### config.mk
export PLATFORM = sky130hd
export DESIGN_NAME = nukv_stream_packer
export DESIGN_NICKNAME = d
export VERILOG_FILES = /design/src/rtl/nukv_stream_packer.sv
export SDC_FILE = /design/constraint.sdc
export NUM_CORES = 1
export LEC_CHECK = 0
export BUFFER_PORTS_ARGS = -buffer_cell sky130_fd_sc_hd__clkbuf_2
export CAP_MARGIN = 25
export CELL_PAD_IN_SITES_DETAIL_PLACEMENT = 1
export CELL_PAD_IN_SITES_GLOBAL_PLACEMENT = 1
export CORE_ASPECT_RATIO = 0.9
export CORE_MARGIN = 3
export CORE_UTILIZATION = 39
export CTS_CLUSTER_DIAMETER = 150
export DETAILED_ROUTE_END_ITERATION = 6
export PLACE_DENSITY_LB_ADDON = 0.1
export SLEW_MARGIN = 0
export SYNTH_ARGS = -nofsm -noshare
export SYNTH_HDL_FRONTEND = slang
export SYNTH_SLANG_ARGS = --single-unit
export TNS_END_PERCENT = 20
### constraint.sdc
create_clock -name clk -period 1.8 [get_ports clk]
set_input_delay 0.18 -clock clk [delete_from_list [all_inputs] [get_ports clk]]
set_output_delay 0.18 -clock clk [all_outputs]
set_load 0.1 [all_outputs]
### src/rtl/nukv_stream_packer.sv
// Packs PACK_RATIO consecutive narrow stream words into one wide output word.
// A partial word leaves on an explicit flush or after an idle timeout.
module nukv_stream_packer #(
  parameter int DATA_SIZE      = 16,
  parameter int PACK_RATIO     = 4,
  parameter int TIMEOUT_CYCLES = 64,
  parameter int LANE_BITS      = 3
) (
  input  logic                             clk,
  input  logic                             rst,
  input  logic [DATA_SIZE-1:0]             s_axis_tdata,
  input  logic                             s_axis_tvalid,
  output logic                             s_axis_tready,
  input  logic                             flush,
  output logic [DATA_SIZE*PACK_RATIO-1:0]  m_axis_tdata,
  output logic [LANE_BITS-1:0]             m_axis_tlanes,
  output logic                             m_axis_tvalid,
  input  logic                             m_axis_tready,
  output logic [31:0]                      packed_count
);

  localparam int                   OUT_W    = DATA_SIZE * PACK_RATIO;
  localparam logic [LANE_BITS-1:0] FULL_CNT = LANE_BITS'(PACK_RATIO);
  localparam logic [LANE_BITS-1:0] ZERO_CNT = {LANE_BITS{1'b0}};
  localparam logic [31:0]          TMO_LAST = (TIMEOUT_CYCLES > 0) ? 32'(TIMEOUT_CYCLES - 1) : 32'd0;
  localparam bit                   TMO_EN   = (TIMEOUT_CYCLES > 0);

  typedef enum logic [0:0] {
    ST_ACCUM = 1'b0,
    ST_FLUSH = 1'b1
  } state_t;

  state_t                               state_q, state_d;
  logic [PACK_RATIO-1:0][DATA_SIZE-1:0] acc_q, acc_d;
  logic [LANE_BITS-1:0]                 acc_cnt_q, acc_cnt_d;
  logic [31:0]                          tmo_q, tmo_d;
  logic [OUT_W-1:0]                     out_data_q, out_data_d;
  logic [LANE_BITS-1:0]                 out_lanes_q, out_lanes_d;
  logic                                 out_valid_q, out_valid_d;
  logic [31:0]                          pcount_q, pcount_d;

  logic             out_free_s;
  logic             s_ready_s;
  logic             accept_s;
  logic             full_move_s;
  logic             part_move_s;
  logic             cnt_partial_s;
  logic             next_partial_s;
  logic             tmo_fire_s;
  logic [OUT_W-1:0] masked_s;

  assign out_free_s     = !out_valid_q || m_axis_tready;
  assign accept_s       = s_axis_tvalid && s_ready_s;
  assign cnt_partial_s  = (acc_cnt_q != ZERO_CNT) && (acc_cnt_q < FULL_CNT);
  assign next_partial_s = (acc_cnt_d != ZERO_CNT) && (acc_cnt_d < FULL_CNT);
  assign tmo_fire_s     = TMO_EN && (state_q == ST_ACCUM) && !accept_s &&
                          cnt_partial_s && (tmo_q == TMO_LAST);

  // FSM state register
  always_ff @(posedge clk) begin
    if (!rst) begin
      state_q <= ST_ACCUM;
    end else begin
      state_q <= state_d;
    end
  end

  // FSM next state; flush is judged on the count after this cycle's accept
  always_comb begin
    state_d = state_q;
    case (state_q)
      ST_ACCUM: begin
        if ((flush && next_partial_s) || tmo_fire_s) begin
          state_d = ST_FLUSH;
        end else begin
          state_d = ST_ACCUM;
        end
      end
      ST_FLUSH: begin
        if (part_move_s) begin
          state_d = ST_ACCUM;
        end else begin
          state_d = ST_FLUSH;
        end
      end
      default: state_d = ST_ACCUM;
    endcase
  end

  // FSM outputs: input ready and which kind of move to the output register
  always_comb begin
    s_ready_s   = 1'b0;
    full_move_s = 1'b0;
    part_move_s = 1'b0;
    case (state_q)
      ST_ACCUM: begin
        s_ready_s   = rst && ((acc_cnt_q < FULL_CNT) || out_free_s);
        full_move_s = (acc_cnt_q == FULL_CNT) && out_free_s;
      end
      ST_FLUSH: begin
        part_move_s = out_free_s;
      end
      default: begin
        s_ready_s   = 1'b0;
        full_move_s = 1'b0;
        part_move_s = 1'b0;
      end
    endcase
  end

  assign s_axis_tready = s_ready_s;

  // Accumulator next state; a move frees the lanes so a new word lands in lane 0
  always_comb begin
    acc_d     = acc_q;
    acc_cnt_d = acc_cnt_q;
    if (full_move_s) begin
      if (accept_s) begin
        acc_d[0]  = s_axis_tdata;
        acc_cnt_d = LANE_BITS'(1);
      end else begin
        acc_cnt_d = ZERO_CNT;
      end
    end else if (part_move_s) begin
      acc_cnt_d = ZERO_CNT;
    end else if (accept_s) begin
      for (int i = 0; i < PACK_RATIO; i++) begin
        if (LANE_BITS'(i) == acc_cnt_q) begin
          acc_d[i] = s_axis_tdata;
        end else begin
          acc_d[i] = acc_q[i];
        end
      end
      acc_cnt_d = acc_cnt_q + LANE_BITS'(1);
    end else begin
      acc_cnt_d = acc_cnt_q;
    end
  end

  // Partial word with lanes beyond the fill level forced to zero
  always_comb begin
    masked_s = {OUT_W{1'b0}};
    for (int i = 0; i < PACK_RATIO; i++) begin
      if (LANE_BITS'(i) < acc_cnt_q) begin
        masked_s[i*DATA_SIZE +: DATA_SIZE] = acc_q[i];
      end else begin
        masked_s[i*DATA_SIZE +: DATA_SIZE] = {DATA_SIZE{1'b0}};
      end
    end
  end

  // Idle timeout counter, only runs on a partial word that stays in ACCUM
  always_comb begin
    if (TMO_EN && (state_q == ST_ACCUM) && (state_d == ST_ACCUM) &&
        !accept_s && cnt_partial_s) begin
      tmo_d = tmo_q + 32'd1;
    end else begin
      tmo_d = 32'd0;
    end
  end

  // Output register next state and transfer counter
  always_comb begin
    out_data_d  = out_data_q;
    out_lanes_d = out_lanes_q;
    out_valid_d = out_valid_q;
    if (full_move_s) begin
      out_data_d  = acc_q;
      out_lanes_d = FULL_CNT;
      out_valid_d = 1'b1;
    end else if (part_move_s) begin
      out_data_d  = masked_s;
      out_lanes_d = acc_cnt_q;
      out_valid_d = 1'b1;
    end else if (m_axis_tready) begin
      out_valid_d = 1'b0;
    end else begin
      out_valid_d = out_valid_q;
    end
    if (out_valid_q && m_axis_tready) begin
      pcount_d = pcount_q + 32'd1;
    end else begin
      pcount_d = pcount_q;
    end
  end

  // Datapath registers
  always_ff @(posedge clk) begin
    if (!rst) begin
      acc_q       <= {(PACK_RATIO*DATA_SIZE){1'b0}};
      acc_cnt_q   <= ZERO_CNT;
      tmo_q       <= 32'd0;
      out_data_q  <= {OUT_W{1'b0}};
      out_lanes_q <= ZERO_CNT;
      out_valid_q <= 1'b0;
      pcount_q    <= 32'd0;
    end else begin
      acc_q       <= acc_d;
      acc_cnt_q   <= acc_cnt_d;
      tmo_q       <= tmo_d;
      out_data_q  <= out_data_d;
      out_lanes_q <= out_lanes_d;
      out_valid_q <= out_valid_d;
      pcount_q    <= pcount_d;
    end
  end

  assign m_axis_tdata  = out_data_q;
  assign m_axis_tlanes = out_lanes_q;
  assign m_axis_tvalid = out_valid_q;
  assign packed_count  = pcount_q;

endmodule

Word level (Yosys, flattened, before mapping)
Cells that the tools add are included.
{"block": "op_classes", "n_addsub": 3, "multipliers": 0, "div": 0, "n_lt_le_gt_ge": 6, "n_eq_ne": 7, "shift": 0, "n_mux": 26, "bitwise_logic": 5, "reduce_logical": 31}
{"cell": "16-bit 2-to-1 mux", "count": 9}
{"cell": "64-bit 2-to-1 mux", "count": 2}
{"cell": "32-bit by 1-bit adder with 32-bit output (second input constant)", "count": 2}
{"cell": "32-bit by 6-bit == test with 1-bit output (second input constant)", "count": 1}
{"cell": "4-bit AND reduction", "count": 4}
{"cell": "3-bit 2-to-1 mux", "count": 5}
{"cell": "1-bit logical AND", "count": 13}
{"cell": "1-bit 2-to-1 mux", "count": 9}
{"cell": "3-bit nonzero test", "count": 3}
{"cell": "2-bit by 3-bit == test with 1-bit output (first input constant)", "count": 2}
{"cell": "1-bit by 3-bit < comparator with 1-bit output (first input constant)", "count": 2}
{"cell": "2-bit by 3-bit < comparator with 1-bit output (first input constant)", "count": 2}
{"cell": "3-bit < comparator (second input constant)", "count": 2}
{"cell": "2-bit nonzero test", "count": 3}
{"cell": "1-bit NOT", "count": 5}
{"cell": "2-bit != test (second input constant)", "count": 2}
{"cell": "3-bit by 1-bit adder with 3-bit output (second input constant)", "count": 1}
{"cell": "1-bit by 3-bit == test with 1-bit output (first input constant)", "count": 1}
{"cell": "3-bit == test (second input constant)", "count": 1}
{"cell": "3-bit zero test", "count": 1}
{"cell": "1-bit logical OR", "count": 3}
{"cell": "1-bit zero test", "count": 2}
{"cell": "1-bit one-hot mux with 2 select lines", "count": 1}
{"cell": "2-bit AND reduction", "count": 1}
{"cell": "2-bit OR reduction", "count": 1}
{"block": "totals", "regBits": 200, "latch_bits": 0, "ram_bits": 0, "romBits": 0, "output_inout_bits": 101, "wordCells": 90, "memories": 0}

Logic depth before layout (Yosys ltp)
{"block": "depth", "word_depth": 20, "depth_mapped": 8, "ltp_nobuf": 7}

Worst setup path before layout
No wires, ideal clock.
{"block": "synth_timing", "path_kind": "register -> output", "start": "register out_valid_q, in the netlist m_axis_tvalid", "end": "output s_axis_tready", "arrival_ps": 2524, "setup_slack_ps": -904, "stages_incl_launch_ff": 3, "path_buffers": 0, "cell_sequence": "dfxtp_1 > nor2b_2 > a21oi_1"}
{"block": "synth_between", "elab_chain_cells": 5}
{"element": "start: declaration", "line": "39", "rtl": "logic out_valid_q, out_valid_d;"}
{"element": "start signal: assignment", "line": "203", "rtl": "out_valid_q <= out_valid_d;"}
{"element": "1-bit zero test", "line": "52", "rtl": "assign out_free_s = !out_valid_q || m_axis_tready;"}
{"element": "1-bit logical OR", "line": "52"}
{"element": "1-bit logical OR", "line": "97", "rtl": "s_ready_s = rst && ((acc_cnt_q < FULL_CNT) || out_free_s);"}
{"element": "1-bit logical AND", "line": "97"}
{"element": "1-bit 2-to-1 mux", "line": "95", "rtl": "case (state_q)"}
{"element": "end: declaration", "line": "13", "rtl": "output logic s_axis_tready,"}
Every way passes these cells.

Final worst setup path
{"block": "layout_timing", "start": "register state_q", "end": "register tmo_q[19]"}
{"block": "layout_between", "elab_chain_cells": 16}
{"element": "start: declaration", "line": "33", "rtl": "state_t state_q, state_d;"}
{"element": "start signal: assignment", "line": "64", "rtl": "state_q <= state_d;"}
{"element": "1-bit 2-to-1 mux", "line": "95"}
{"element": "1-bit logical AND", "line": "53", "rtl": "assign accept_s = s_axis_tvalid && s_ready_s;"}
{"element": "3-bit 2-to-1 mux", "line": "126", "rtl": "end else if (accept_s) begin"}
{"element": "3-bit 2-to-1 mux", "line": "124", "rtl": "end else if (part_move_s) begin"}
{"element": "3-bit 2-to-1 mux", "line": "117", "rtl": "if (full_move_s) begin"}
{"element": "3-bit < comparator or 3-bit nonzero test (tied branches)", "line": "55", "rtl": "assign next_partial_s = (acc_cnt_d != ZERO_CNT) && (acc_cnt_d < FULL_CNT);"}
{"element": "1-bit logical AND", "line": "55"}
{"element": "1-bit logical AND", "line": "73", "rtl": "if ((flush && next_partial_s) || tmo_fire_s) begin"}
{"element": "1-bit logical OR", "line": "73"}
{"element": "1-bit 2-to-1 mux", "line": "73"}
{"element": "1-bit one-hot mux with 2 select lines", "line": "71", "rtl": "case (state_q)"}
{"element": "1-bit NOT", "line": "154", "rtl": "if (TMO_EN && (state_q == ST_ACCUM) && (state_d == ST_ACCUM) &&"}
{"element": "1-bit logical AND", "line": "154"}
{"element": "1-bit logical AND *", "line": "154"}
{"element": "1-bit logical AND *", "line": "155", "rtl": "!accept_s && cnt_partial_s) begin"}
{"element": "2-bit AND reduction (no line) *"}
{"element": "end signal: assignment", "line": "200", "rtl": "tmo_q <= tmo_d;"}
{"element": "end: declaration", "line": "36", "rtl": "logic [31:0] tmo_q, tmo_d;"}
Every way passes the cells marked *; elsewhere a longest branch is shown, timed or not.
A chain may end at the register's enable or synchronous reset.

==> results.yml <==
sta:
  hold_viol: 0
  hold_ws_ns: 0.0425
  finClkSkew_ns: 0.0151
  setup_viol: 1
  tightestPinTransition_ns: 0.652
  fin_ws_ns: -0.00468
  period_minus_slack_ns: 1.80
  maxSlewHeadroom_pct: 56.6
  min_period_over_period_pct: 100
  slew_violations: 0
  fmax_mhz: 554
  rsz0062_at_grt: "yes"
synth:
  yosys_most_used_dff: "dfxtp_1"
  synthArstFlopShare_pct: 0
  ys_seq_area_share_pct: 47.5
  synth_top_area_share_pct: 47.5
  ys_types: 50
  synth_edf_count: 0
  syn_area_sq_um: 8440
  syn_area_per_cell_sq_um: 8.81
  ys_ff_latch: 200
  syn_nets: 985
  synthTopCellsByArea: "dfxtp_1 (47%), a21boi_0 (10%), nand2_1 (8.8%)"
  yosysWarnings: 0
  syn_inst: 958
  yosysTopAreaCell: "dfxtp_1"
  ys_top_cells_by_count: "dfxtp_1 (200), nand2_1 (197), a21boi_0 (113)"
  yosysMostFrequentCell: "dfxtp_1"
placement:
  dp_hpwl_microns: 15400
  dp.cells: 1356
  port_buffers: 121
  dpl_cell_area_sq_um: 9740
  gp_congestion: 0.787
detailed_routing:
  remaining_drc_errors: 0
  dr.pass1.iters: 4
  via_per_inst: 5.06
  ant_nets: 0
  via_count: 7050
  wl_per_cell_microns: 16.2
  routed_wirelength_microns: 22600
  drt_first_iter_violations: 354
run_status:
  violations: "negative setup slack"
  status: "finished, violations left"
die:
  start_util_pct: 40.1
  die_x_microns: 161
  coreArea_sq_um: 21000
  die_h_microns: 146
  die_area_sq_um: 23400
  io_pins: 122
  core.rowCount: 50
critical_path:
  cp_max_fo: 32
  worst_path_max_delay_cell: "dfxtp_2"
  r2r_cells: 8
  worstSetupPathType: "flip-flop to flip-flop"
  worstPathCellList: "nand2b_4, a211oi_4, ha_1, nor2_1, mux2_4, o21ai_4, buf_12, nor3_1"
  reg2reg_from: "state_q"
  worstReg2RegEnd: "tmo_q[19]"
  arrival_ns: 2.13
  r2r_slack_ns: -0.005
  cpPeakStageDelay_ns: 0.33
  required_ns: 2.12
  crit_path_start_kind: "flip-flop"
  end_kind: "flip-flop"
min_path:
  hold_class: "primary input to flip-flop"
  hold_path_depth: 3
  whs_endpoint: "acc_q[55]"
  hold_path_startpoint: "s_axis_tdata[7]"
cts:
  holdBufCountCts: 0
  cts_made_buffers: 17
  htree_levels: 4
  root_buffer: "clkbuf_16"
  cts_tree: "yes"
  clk_pin_slew_worst_paths_ns: 0.09
  clock-sinks: 200
  cts_buffer_depth: 2
  clock_latency_ns: 0.45
cells_and_area:
  area_growth_pct: 24.2
  fin_area_sq_um: 10500
  diodes: 0
  final_nets: 1120
  drive_gt1_share_pct: 24.5
  utilization_pct: 49.9
  nFillCells: 2501
  finalNonFillerCells: 1392
global_routing:
  grt.total_usage_pct: 19.4
  grt_overflow_total: 0
  grt_pass1_wl_microns: 37300
  grt_max_degree: 79
  grt_pass1_vias: 7181
  grt_antenna_before_repair: 0
power:
  ir_drop_uv: 423
  cellPowerDensity_nw_per_um2: 886
  p_leak_nw: 3.84
flow_run:
  max_cap_viol_count: 0
[registers in the layout, indices dropped and copies added (netlist names)]
name / count
m_axis_tlanes: 3
m_axis_tvalid: 1
tmo_q: 32
packed_count: 32
state_q: 1
m_axis_tdata: 64
acc_q: 64
acc_cnt_q: 3
[routing by layer]
layer	GRT usage [%]	part of all wire, %	up-vias
met2	32.6	48	109
li1	-	-	3530
met4	5.72	1.4	0
met5	0	0	-
met3	4.27	3.7	24
met1	25.0	47	3387
[critical path, delay by kind of cell, from the launching register on]
kind	cells	cell delay, ns
compound gates	2	0.37
flops	1	0.33
simple gates	3	0.28
mux	1	0.28
fa+ha+maj	1	0.21
buf+inv	1	0.21
[layout by cell type (no fill, tap or decap), drive strengths merged, types with 2 or more instances in the layout]
master / instances
dfxtp: 200
nand2: 197
clkbuf: 137
a21boi: 116
nand3: 101
buf: 57
xnor2: 37
nor3: 33
and2: 31
nor2: 28
nand4: 25
mux2i: 19
xor2: 18
nor2b: 17
inv: 15
nor4: 12
and3: 8
and4: 8
a21oi: 7
ha: 6
nand2b: 6
clkinv: 6
o21ai: 4
nor3b: 3
o21a: 2
clkinvlp: 2
or4: 2
[how the worst max path moves through the flow]
stage                        startpoint        end  slack (ns)  cells after the start
final                           state_q  tmo_q[19]      -0.005                      8
after global routing            state_q  tmo_q[19]       -0.10                      8
after CTS                       state_q   acc_q[4]       -0.02                      8
after detailed placement        state_q  tmo_q[16]       -0.04                      8
after global placement          state_q   tmo_q[1]        0.02                      8
after floorplan           m_axis_tvalid  tmo_q[21]       -0.24                      8
[cell families after synthesis]
family                     after synthesis  synth area share [%]
and+or+nand+nor                        474                  28.0
DFF                                    200                  47.5
AOI/OAI and AO/OA                      134                  12.0
buffers and inverters                   69                  3.57
xor gates and xnor gates                55                  5.71
muxes                                   20                  2.43
adders and majority gates                6                 0.890
[per-stage QoR]
stage               setup TNS, ns  total power [mW]  setup slack, ns
floorplan                   -9.51              5.15           -0.235
global placement                0              5.48           0.0239
detailed placement         -0.675              5.49          -0.0352
CTS                       -0.0184              9.38          -0.0184
global route                -2.45              9.69           -0.101
finish                   -0.00468              9.29         -0.00468
[power breakdown]
group,internal (mW),switching (mW)
clock,1.89,1.98
sequential,4.47,0.0369
combinational,0.333,0.582
[area by class of cell]
type | count | area (sq um) | area share [%]
clock buffers | 17 | 425 | 4.06
flip-flops and latches | 200 | 4040 | 38.6
well taps | 286 | 358 | 3.41
clock inverters | 15 | 176 | 1.68
inverters | 8 | 30.0 | 0.287
multi-input cells | 689 | 4250 | 40.5
repair buffers | 177 | 1200 | 11.5
[timing repair]
item,CTS,global route
setup buffers,0,3
pin swaps,0,3
cloned,0,1
gates resized for setup,3,17
endpoints found under the setup margin,34,123
No activity file was read; power rests on OpenSTA's default activity.
